`config.mk`:
```
export PLATFORM = sky130hd
export DESIGN_NAME = fifo_ram_port_flat
export DESIGN_NICKNAME = d
export VERILOG_FILES = /design/src/rtl/fifo_ram_port_if.sv /design/src/rtl/fifo_ram_port.sv /design/src/flat_wrapper.sv
export SDC_FILE = /design/constraint.sdc
export NUM_CORES = 1
export LEC_CHECK = 0
export BUFFER_PORTS_ARGS = -buffer_cell sky130_fd_sc_hd__buf_2
export CORE_MARGIN = 2
export CORE_UTILIZATION = 58
export CTS_CLUSTER_DIAMETER = 40
export DETAILED_ROUTE_END_ITERATION = 16
export PLACE_DENSITY = 0.78
export SLEW_MARGIN = 0
export SYNTH_ARGS = -nofsm -noshare
export SYNTH_HDL_FRONTEND = slang
export SYNTH_SLANG_ARGS = --single-unit
```
`constraint.sdc`:
```
create_clock -name clk -period 2.15 [get_ports clk]
set_clock_uncertainty 0.15 [all_clocks]
set_input_delay 0.215 -clock clk [delete_from_list [all_inputs] [get_ports clk]]
set_output_delay 0.215 -clock clk [all_outputs]
set_load 0.05 [all_outputs]
```
`src/rtl/fifo_ram_port_if.sv`:
```
// Board/controller-side bundle for fifo_ram_port: key, data switches, FIFO flags and results.
// par_err exists only when FIFO_RAM_PARITY_EN is defined.
interface fifo_ram_port_if #(
   parameter int WIDTH      = 8,
   parameter int DEPTH_LOG2 = 3
);
   logic                  key_raw;
   logic                  rw;
   logic [WIDTH-1:0]      din;
   logic [DEPTH_LOG2-1:0] addr;
   logic                  full;
   logic                  empty;
   logic                  key_pulse;
   logic                  busy;
   logic [WIDTH-1:0]      dout;
   logic                  dout_valid;
   logic                  wr_done;
   logic                  err_ovf;
   logic                  err_unf;
`ifdef FIFO_RAM_PARITY_EN
   logic                  par_err;
`endif

   modport master (
      output key_raw, rw, din, addr, full, empty,
      input  key_pulse, busy, dout, dout_valid, wr_done, err_ovf, err_unf
`ifdef FIFO_RAM_PARITY_EN
      , input par_err
`endif
   );

   modport slave (
      input  key_raw, rw, din, addr, full, empty,
      output key_pulse, busy, dout, dout_valid, wr_done, err_ovf, err_unf
`ifdef FIFO_RAM_PARITY_EN
      , output par_err
`endif
   );
endinterface

```
`src/rtl/fifo_ram_port.sv`:
```
// Data-side responder for the FIFO address controller: key debounce, RAM storage, read/write FSM.
// Optional FIFO_RAM_PARITY_EN: stores an even-parity bit per entry and flags mismatches on read.
module fifo_ram_port #(
   parameter int WIDTH      = 8,
   parameter int DEPTH_LOG2 = 3,
   parameter int DEB_CYCLES = 4
) (
   input logic              clk,
   input logic              rst_n,
   fifo_ram_port_if.slave   bus
);
   localparam int DEPTH = 1 << DEPTH_LOG2;
   localparam int CNT_W = $clog2(DEB_CYCLES + 1);
`ifdef FIFO_RAM_PARITY_EN
   localparam int MEM_W = WIDTH + 1;
`else
   localparam int MEM_W = WIDTH;
`endif

   typedef enum logic [1:0] {IDLE = 2'd0, CHECK = 2'd1, ACCESS = 2'd2, DONE = 2'd3} state_t;

   logic [1:0]       sync_q;
   logic             stable_q;
   logic [CNT_W-1:0] deb_cnt;
   logic             key_s;
   logic             key_flip;
   logic             key_rise;
   logic             key_pulse_q;

   state_t           state_q;
   logic             op_q;
   logic [WIDTH-1:0] dout_q;
   logic             dout_valid_q;
   logic             wr_done_q;
   logic             err_ovf_q;
   logic             err_unf_q;
`ifdef FIFO_RAM_PARITY_EN
   logic             par_err_q;
`endif

   logic [WIDTH-1:0] wdata_q;
   logic [MEM_W-1:0] rdata_q;
   logic [MEM_W-1:0] mem [DEPTH];

   assign key_s    = sync_q[1];
   assign key_flip = (key_s != stable_q) && (deb_cnt == CNT_W'(DEB_CYCLES - 1));
   // The FSM reacts on the same edge that raises key_pulse, so CHECK lines up with the strobe.
   assign key_rise = key_flip && key_s;

   always_ff @(posedge clk or negedge rst_n) begin
      if (!rst_n) begin
         sync_q      <= 2'b00;
         stable_q    <= 1'b0;
         deb_cnt     <= '0;
         key_pulse_q <= 1'b0;
      end else begin
         sync_q      <= {sync_q[0], bus.key_raw};
         key_pulse_q <= key_rise;
         if (key_s == stable_q) begin
            deb_cnt <= '0;
         end else if (key_flip) begin
            stable_q <= key_s;
            deb_cnt  <= '0;
         end else begin
            deb_cnt <= deb_cnt + CNT_W'(1);
         end
      end
   end

   always_ff @(posedge clk or negedge rst_n) begin
      if (!rst_n) begin
         state_q      <= IDLE;
         op_q         <= 1'b0;
         dout_q       <= '0;
         dout_valid_q <= 1'b0;
         wr_done_q    <= 1'b0;
         err_ovf_q    <= 1'b0;
         err_unf_q    <= 1'b0;
`ifdef FIFO_RAM_PARITY_EN
         par_err_q    <= 1'b0;
`endif
      end else begin
         dout_valid_q <= 1'b0;
         wr_done_q    <= 1'b0;
         err_ovf_q    <= 1'b0;
         err_unf_q    <= 1'b0;
`ifdef FIFO_RAM_PARITY_EN
         par_err_q    <= 1'b0;
`endif
         case (state_q)
            IDLE: begin
               if (key_rise) begin
                  op_q    <= bus.rw;
                  state_q <= CHECK;
               end
            end
            CHECK: begin
               // With full and empty both set, each direction is rejected on its own flag.
               if (op_q && bus.full) begin
                  err_ovf_q <= 1'b1;
                  state_q   <= IDLE;
               end else if (!op_q && bus.empty) begin
                  err_unf_q <= 1'b1;
                  state_q   <= IDLE;
               end else begin
                  state_q <= ACCESS;
               end
            end
            ACCESS: state_q <= DONE;
            DONE: begin
               if (op_q) begin
                  wr_done_q <= 1'b1;
               end else begin
                  dout_q       <= rdata_q[WIDTH-1:0];
                  dout_valid_q <= 1'b1;
`ifdef FIFO_RAM_PARITY_EN
                  par_err_q    <= (^rdata_q[WIDTH-1:0]) != rdata_q[WIDTH];
`endif
               end
               state_q <= IDLE;
            end
            default: state_q <= IDLE;
         endcase
      end
   end

   // Storage and data latches carry no reset; an abort is safe because state_q leaves ACCESS at once.
   always_ff @(posedge clk) begin
      if (state_q == IDLE && key_rise) begin
         wdata_q <= bus.din;
      end
      if (state_q == ACCESS) begin
         if (op_q) begin
`ifdef FIFO_RAM_PARITY_EN
            mem[bus.addr] <= {^wdata_q, wdata_q};
`else
            mem[bus.addr] <= wdata_q;
`endif
         end else begin
            rdata_q <= mem[bus.addr];
         end
      end
   end

   assign bus.key_pulse  = key_pulse_q;
   assign bus.busy       = (state_q != IDLE);
   assign bus.dout       = dout_q;
   assign bus.dout_valid = dout_valid_q;
   assign bus.wr_done    = wr_done_q;
   assign bus.err_ovf    = err_ovf_q;
   assign bus.err_unf    = err_unf_q;
`ifdef FIFO_RAM_PARITY_EN
   assign bus.par_err    = par_err_q;
`endif
endmodule

```
`src/flat_wrapper.sv`:
```
// flat-port wrapper written by rule: the top's interface ports become plain ports
module fifo_ram_port_flat 
#(
   parameter int WIDTH      = 8,
   parameter int DEPTH_LOG2 = 3,
   parameter int DEB_CYCLES = 4
)
  (clk, rst_n, bus_key_raw, bus_rw, bus_din, bus_addr, bus_full, bus_empty, bus_key_pulse, bus_busy, bus_dout, bus_dout_valid, bus_wr_done, bus_err_ovf, bus_err_unf);
  fifo_ram_port_if #(.WIDTH(WIDTH), .DEPTH_LOG2(DEPTH_LOG2)) bus_i ();
  input logic clk;
  input logic rst_n;
  input wire logic [$bits(bus_i.key_raw)-1:0] bus_key_raw;
  input wire logic [$bits(bus_i.rw)-1:0] bus_rw;
  input wire logic [$bits(bus_i.din)-1:0] bus_din;
  input wire logic [$bits(bus_i.addr)-1:0] bus_addr;
  input wire logic [$bits(bus_i.full)-1:0] bus_full;
  input wire logic [$bits(bus_i.empty)-1:0] bus_empty;
  output wire logic [$bits(bus_i.key_pulse)-1:0] bus_key_pulse;
  output wire logic [$bits(bus_i.busy)-1:0] bus_busy;
  output wire logic [$bits(bus_i.dout)-1:0] bus_dout;
  output wire logic [$bits(bus_i.dout_valid)-1:0] bus_dout_valid;
  output wire logic [$bits(bus_i.wr_done)-1:0] bus_wr_done;
  output wire logic [$bits(bus_i.err_ovf)-1:0] bus_err_ovf;
  output wire logic [$bits(bus_i.err_unf)-1:0] bus_err_unf;
  assign bus_i.key_raw = bus_key_raw;
  assign bus_i.rw = bus_rw;
  assign bus_i.din = bus_din;
  assign bus_i.addr = bus_addr;
  assign bus_i.full = bus_full;
  assign bus_i.empty = bus_empty;
  assign bus_key_pulse = bus_i.key_pulse;
  assign bus_busy = bus_i.busy;
  assign bus_dout = bus_i.dout;
  assign bus_dout_valid = bus_i.dout_valid;
  assign bus_wr_done = bus_i.wr_done;
  assign bus_err_ovf = bus_i.err_ovf;
  assign bus_err_unf = bus_i.err_unf;
  fifo_ram_port #(.WIDTH(WIDTH), .DEPTH_LOG2(DEPTH_LOG2), .DEB_CYCLES(DEB_CYCLES)) u_core (.clk(clk), .rst_n(rst_n), .bus(bus_i));
endmodule
```
==> run_results.csv, run 1 <==
group,metric,value,unit
clocking,postCtsResizedCells,0,
logic_synthesis,yosysMostFrequentCell,"edfxtp_1",
sta,drv_slew,0,
global_route,grt_pass1_wl,9530,microns
clocking,h-tree-depth,3,
logic_synthesis,synth_seq_area_share,76.9,%
detailed_routing,first_pass_iters,4,
clocking,cts_buffers,9,
logic_synthesis,ys_warn_count,0,
final_layout,seqCellArea,2950,sq um
detailed_routing,viasPerCell,5.52,
die,die_h,85.4,microns
die,pin_count,31,
clocking,cts_tree,"yes",
logic_synthesis,yosys.cell_types.count,30,
final_layout,area_delta_synth_final,15.8,%
final_layout,antennaDiodeCount,0,
worst_setup_path,cp.required,2.06,ns
logic_synthesis,synth_top_area_share,62.6,%
logic_synthesis,yosysTopAreaCell,"edfxtp_1",
logic_synthesis,synthArstFlopShare,21.6,%
sta,rsz0062_at_grt,"no",
worst_setup_path,path_class,"reg -> reg",
logic_synthesis,avgSynthCellArea,20.6,sq um
detailed_routing,dr_total_vias,1816,
clocking,hold_buffers,13,
sta,fin_crit,1.88,ns
clocking,clkLatencyLatePin,0.36,ns
detailed_routing,ant_nets,0,
logic_synthesis,synth_nets,204,
placement,dp_hpwl,3860,microns
clocking,cts_num_sinks,102,
worst_setup_path,worstSetupEndpointType,"flip-flop",
logic_synthesis,synth.area.top_cells,"edfxtp_1 (63%), dfrtp_1 (14%), mux4_1 (9.6%)",
clocking,clockBufferDepth,2,
worst_setup_path,path_max_fanout,6,
final_layout,design_area,4450,sq um
logic_synthesis,synth_ff_type,"edfxtp_1",
placement,gp_congestion,0.794,
final_layout,fill_cells,415,
detailed_routing,wl_per_cell,18.8,microns
clocking,cts_setup_buffers,0,
global_route,grt-ovfl-total,0,
die,initial_core_util,60.1,%
logic_synthesis,postSynthCellCount,186,
final_layout,nNetsFinal,265,
power,p_total,4420,uW
detailed_routing,wirelength,6170,microns
final_layout,multi_input_area,827,sq um
global_route,met2_usage,29.9,%
die,die_x,85.4,microns
worst_setup_path,startpoint_type,"flip-flop",
global_route,grtUsageTotal,18.3,%
worst_setup_path,r2r_slack,0.27,ns
global_route,grt_pass1_vias,1859,
sta,finalHoldViolCount,0,
sta,relSlewSlack,62.5,%
global_route,met1_usage,23.6,%
logic_synthesis,synth_seq_cells,102,
global_route,grt_max_degree,25,
detailed_routing,drt_iter0_markers,161,
outcome,outcome,"completed",
final_layout,finish.utilization,69.6,%
sta,fmax,532,MHz
sta,setup_viol,0,
global_route,grt-busiest-layer,"met2",
flow_run,drv_cap,0,
sta,finalSetupTns,0,ns
final_layout,drive_gt1_share,30.6,%
power,vdd_drop_max,0.954,mV
logic_synthesis,synth_edf_count,80,
sta,worst_pin_slew,0.563,ns
logic_synthesis,syn_area,3840,sq um
detailed_routing,drc,0,
power,p_per_area,995,nW/um^2
placement,dpl_cell_area,4140,sq um
worst_hold_path,hold_path_class,"in -> async",
clocking,clkTransAtPathRegs,0.10,ns
global_route,globalRouteMet3Util,4.09,%
sta,period_share,87.4,%
die,core_area,6390,sq um
clocking,cts-root-buf,"clkbuf_8",
worst_setup_path,critPathArrivalTime,1.79,ns
sta,holdWs,0.181,ns
global_route,antenna_found_initial,0,
placement,numPortBuffers,30,
die,rows,29,
die,die_area,7290,sq um
logic_synthesis,synth_commonest_cells,"edfxtp_1 (80), dfrtp_1 (22), mux2_2 (17)",
power,cellLeakagePower,0.00166,uW
## cell type report
class / count / share of cell area [%]
Clock buffer: 10 / 2.87
Clock inverter: 6 / 1.01
Tap cell: 77 / 2.17
Timing Repair Buffer: 57 / 8.67
Inverter: 3 / 0.253
Multi-Input combinational cell: 74 / 18.6
Sequential cell: 102 / 66.4
## path summary, 6_finish.rpt
check | from | endpoint | cells after the start
max in group asynchronous | rst_n | u_core.bus.dout_valid | 2
worst min-delay path | rst_n | u_core.bus.key_pulse | 2
worst min register to register | u_core.sync_q[0] | u_core.sync_q[1] | 0
min in group clk | u_core.sync_q[0] | u_core.sync_q[1] | 0
worst max-delay path | flip-flop | u_core.mem[7][5] | 4
worst max register to register | flip-flop | u_core.mem[7][5] | 4
## kinds of logic after synthesis
logic type	after synthesis	synth area share, %
flip-flops	102	76.9
multiplexers	33	15.1
AND/OR/NAND/NOR	33	4.82
buffers and inverters	10	1.53
AO/OA/AOI/OAI	6	1.08
XOR/XNOR	1	0.228
adder cells (fa/ha/maj)	1	0.326
## cells in the final DEF, fill, tap and decap left out, types with 2 or more instances in the layout
master,count
dfrtp_1,22
nor2b_1,4
nor3b_1,4
mux2_2,17
buf_4,14
dlygate4sd3_1,13
nand2_1,2
nor2_1,9
nand2b_1,3
clkinvlp_4,2
and3_1,2
buf_2,30
inv_6,2
nor3_1,3
inv_1,3
clkbuf_8,9
nand3_1,2
mux2i_1,2
edfxtp_1,80
mux4_1,14
## critical path, stage by stage (launching register included)
cell	delay (ns)
dfrtp_1	0.42
nor2b_1	0.27
nand3_1	0.19
nor2_1	0.29
buf_4	0.25
## through the flow
stage	cells	setup slack [ns]
after floorplan	186	0.151
after global placement	300	0.201
after detailed placement	300	0.165
after CTS	329	0.264
after global routing	329	0.116
final	329	0.270
## flip-flops by register name, summed over array words and instances, names as in the netlist, named ones only
signal                 cells
u_core.deb_cnt             3
u_core.sync_q              2
u_core.bus.err_unf         1
u_core.mem                64
u_core.bus.err_ovf         1
u_core.rdata_q             8
u_core.bus.wr_done         1
u_core.bus.dout_valid      1
u_core.wdata_q             8
u_core.stable_q            1
u_core.state_q             1
u_core.bus.key_pulse       1
u_core.bus.dout            8
u_core.op_q                1
## per-layer routing
metal  routed length, microns  share of wire (%)  vias to the layer above
li1                         -                  -                      864
met1                     2530                 41                      883
met2                     3190                 52                       62
met3                      349                5.7                        7
met4                      106                1.7                        0
met5                        0                  0                        -
## power by group
group          internal [uW]  switching, uW
clock                    428            636
combinational            296            597
sequential              2350            122
total                   3070           1350
Power figures use the tool's default switching activity.
==> run 2: changes to the inputs <==
Settings changed: CORE_UTILIZATION 58 to 55, PLACE_DENSITY 0.78 to 0.74.
==> run_results.csv, run 2 (synthesized netlist as in run 1, its figures left out) <==
group,metric,value,unit
clocking,clkLatencyLatePin,0.36,ns
flow_run,drv_cap,0,
worst_setup_path,critPathMaxStageDelay,0.42,ns
detailed_routing,viasPerCell,5.47,
clocking,cts_tree,"yes",
worst_hold_path,hold_path_class,"in -> async",
detailed_routing,dr_total_vias,1831,
global_route,grt_max_degree,25,
clocking,clockBufferDepth,2,
final_layout,mostFrequentLayoutCells,"edfxtp_1 (80), buf_2 (30), dfrtp_1 (22), mux2_2 (17), buf_4 (17)",
placement,numPortBuffers,30,
final_layout,nNetsFinal,268,
detailed_routing,ant_nets,0,
sta,finalSetupTns,0,ns
placement,gp_congestion,0.748,
global_route,met2_usage,29.8,%
sta,rsz0062_at_grt,"no",
die,die_x,87.5,microns
detailed_routing,drt_iter0_markers,115,
global_route,antenna_found_initial,0,
clocking,cts-root-buf,"clkbuf_8",
power,sequentialPowerShare,53.6,%
final_layout,area_delta_synth_final,17.5,%
detailed_routing,wl_per_cell,19.0,microns
sta,timing.final.ws_setup,0.346,ns
sta,drv_slew,0,
worst_setup_path,cp.required,2.08,ns
detailed_routing,first_pass_iters,4,
placement,dp_hpwl,4290,microns
power,swShare,29.4,%
power,power_switching,1350,uW
detailed_routing,wirelength,6360,microns
worst_setup_path,startpoint_type,"flip-flop",
power,power_frac_clock,26.9,%
clocking,cts_buffers,9,
sta,period_share,83.9,%
outcome,outcome,"completed",
final_layout,antennaDiodeCount,0,
worst_setup_path,path_delay_family,"simple AND/OR/NAND/NOR gates",
final_layout,design_area,4510,sq um
power,power_frac_comb,19.5,%
clocking,cts_setup_buffers,0,
final_layout,drive_gt1_share,31.8,%
final_layout,mostFrequentLayoutCell,"edfxtp_1",
placement,place_inst,306,
global_route,grt_pass1_vias,1846,
die,rows,30,
final_layout,fin_cells,335,
global_route,grt-ovfl-total,0,
sta,fin_crit,1.80,ns
clocking,cts_num_sinks,102,
global_route,met1_usage,24.1,%
worst_setup_path,path_max_fanout,6,
worst_setup_path,critPathArrivalTime,1.73,ns
power,p_int,3240,uW
die,die_area,7660,sq um
die,core_area,6760,sq um
die,pin_count,31,
power,p_per_area,1020,nW/um^2
sta,setup_viol,0,
power,vdd_drop_max,0.461,mV
die,initial_core_util,56.8,%
worst_setup_path,path_class,"reg -> reg",
detailed_routing,drc,0,
placement,dpl_cell_area,4170,sq um
worst_setup_path,slowest_stage,"dfrtp_1",
sta,fmax,554,MHz
clocking,clkTransAtPathRegs,0.09,ns
global_route,grt-busiest-layer,"met2",
final_layout,largest_reg_flops,64,
global_route,grt_pass1_wl,9890,microns
die,die_h,87.5,microns
worst_setup_path,cp_num_buf_inv,1,
final_layout,finish.utilization,66.8,%
power,cellLeakagePower,0.00171,uW
final_layout,fill_cells,475,
global_route,globalRouteMet3Util,5.66,%
worst_setup_path,crit_path_cell_trace,"nor2b_1 > nand3_1 > nor3_1 > buf_4",
final_layout,seqCellArea,2950,sq um
placement,dp_slack,0.133,ns
sta,finalHoldViolCount,0,
clocking,h-tree-depth,3,
sta,worst_pin_slew,0.557,ns
worst_setup_path,worstSetupEndpointType,"flip-flop",
final_layout,largest_register,"u_core.mem",
global_route,grtUsageTotal,18.4,%
final_layout,multi_input_area,827,sq um
sta,relSlewSlack,62.9,%
==> run 2: changes by cell type in the layout (fill, tap and decap cells not counted), sizes merged <==
cell	change
clkinvlp	-2
clkinv	-1
clkbuf	+3
buf	+3
==> run 2: layout make-up <==
cell class | count | share of cell area [%]
sequential | 102 | 65.5
multi-input combinational | 74 | 18.3
tap | 80 | 2.22
timing repair buffer | 60 | 9.04
clock buffer | 13 | 4.24
clock inverter | 3 | 0.444
inverter | 3 | 0.250
==> run 2: final timing paths <==
path	start	end	slack [ns]	cells past startpoint
max	flip-flop	u_core.mem[4][4]	0.35	4
min	rst_n	u_core.bus.key_pulse	0.19	2
max in group asynchronous	rst_n	u_core.bus.dout[1]	1.34	2
min in group clk	u_core.sync_q[0]	u_core.sync_q[1]	0.21	0
max reg2reg	flip-flop	u_core.mem[4][4]	0.35	4
min reg2reg	u_core.sync_q[0]	u_core.sync_q[1]	0.21	0
==> run 2: per-layer routing <==
| metal | vias up | part of all wire, % | routed length [microns] |
|---|---|---|---|
| met5 | - | 0 | 0 |
| met4 | 0 | 1.7 | 106 |
| met3 | 12 | 3.1 | 200 |
| met2 | 34 | 51 | 3220 |
| met1 | 922 | 44 | 2830 |
| li1 | 863 | - | - |
==> run 2: timing repair <==
action                                 4_1_cts  5_1_grt
hold buffers                                13        0
gates resized for setup                      0        0
endpoints found under the hold margin       35        0
==> run 2: power by group through the flow <==
stage | Clock (uW) | Combinational [uW] | Sequential, uW
floorplan | 0 | 373 | 2780
global placement | 0 | 868 | 2500
detailed placement | 0 | 888 | 2500
CTS | 1270 | 906 | 2460
global route | 1340 | 956 | 2490
finish | 1230 | 897 | 2460
==> run 2: stage by stage <==
stage                     hold WS, ns  total power, uW
after floorplan                -0.231             3160
after global placement         0.0435             3360
after detailed placement       0.0509             3390
after CTS                       0.184             4640
after global routing            0.232             4780
final                           0.187             4590
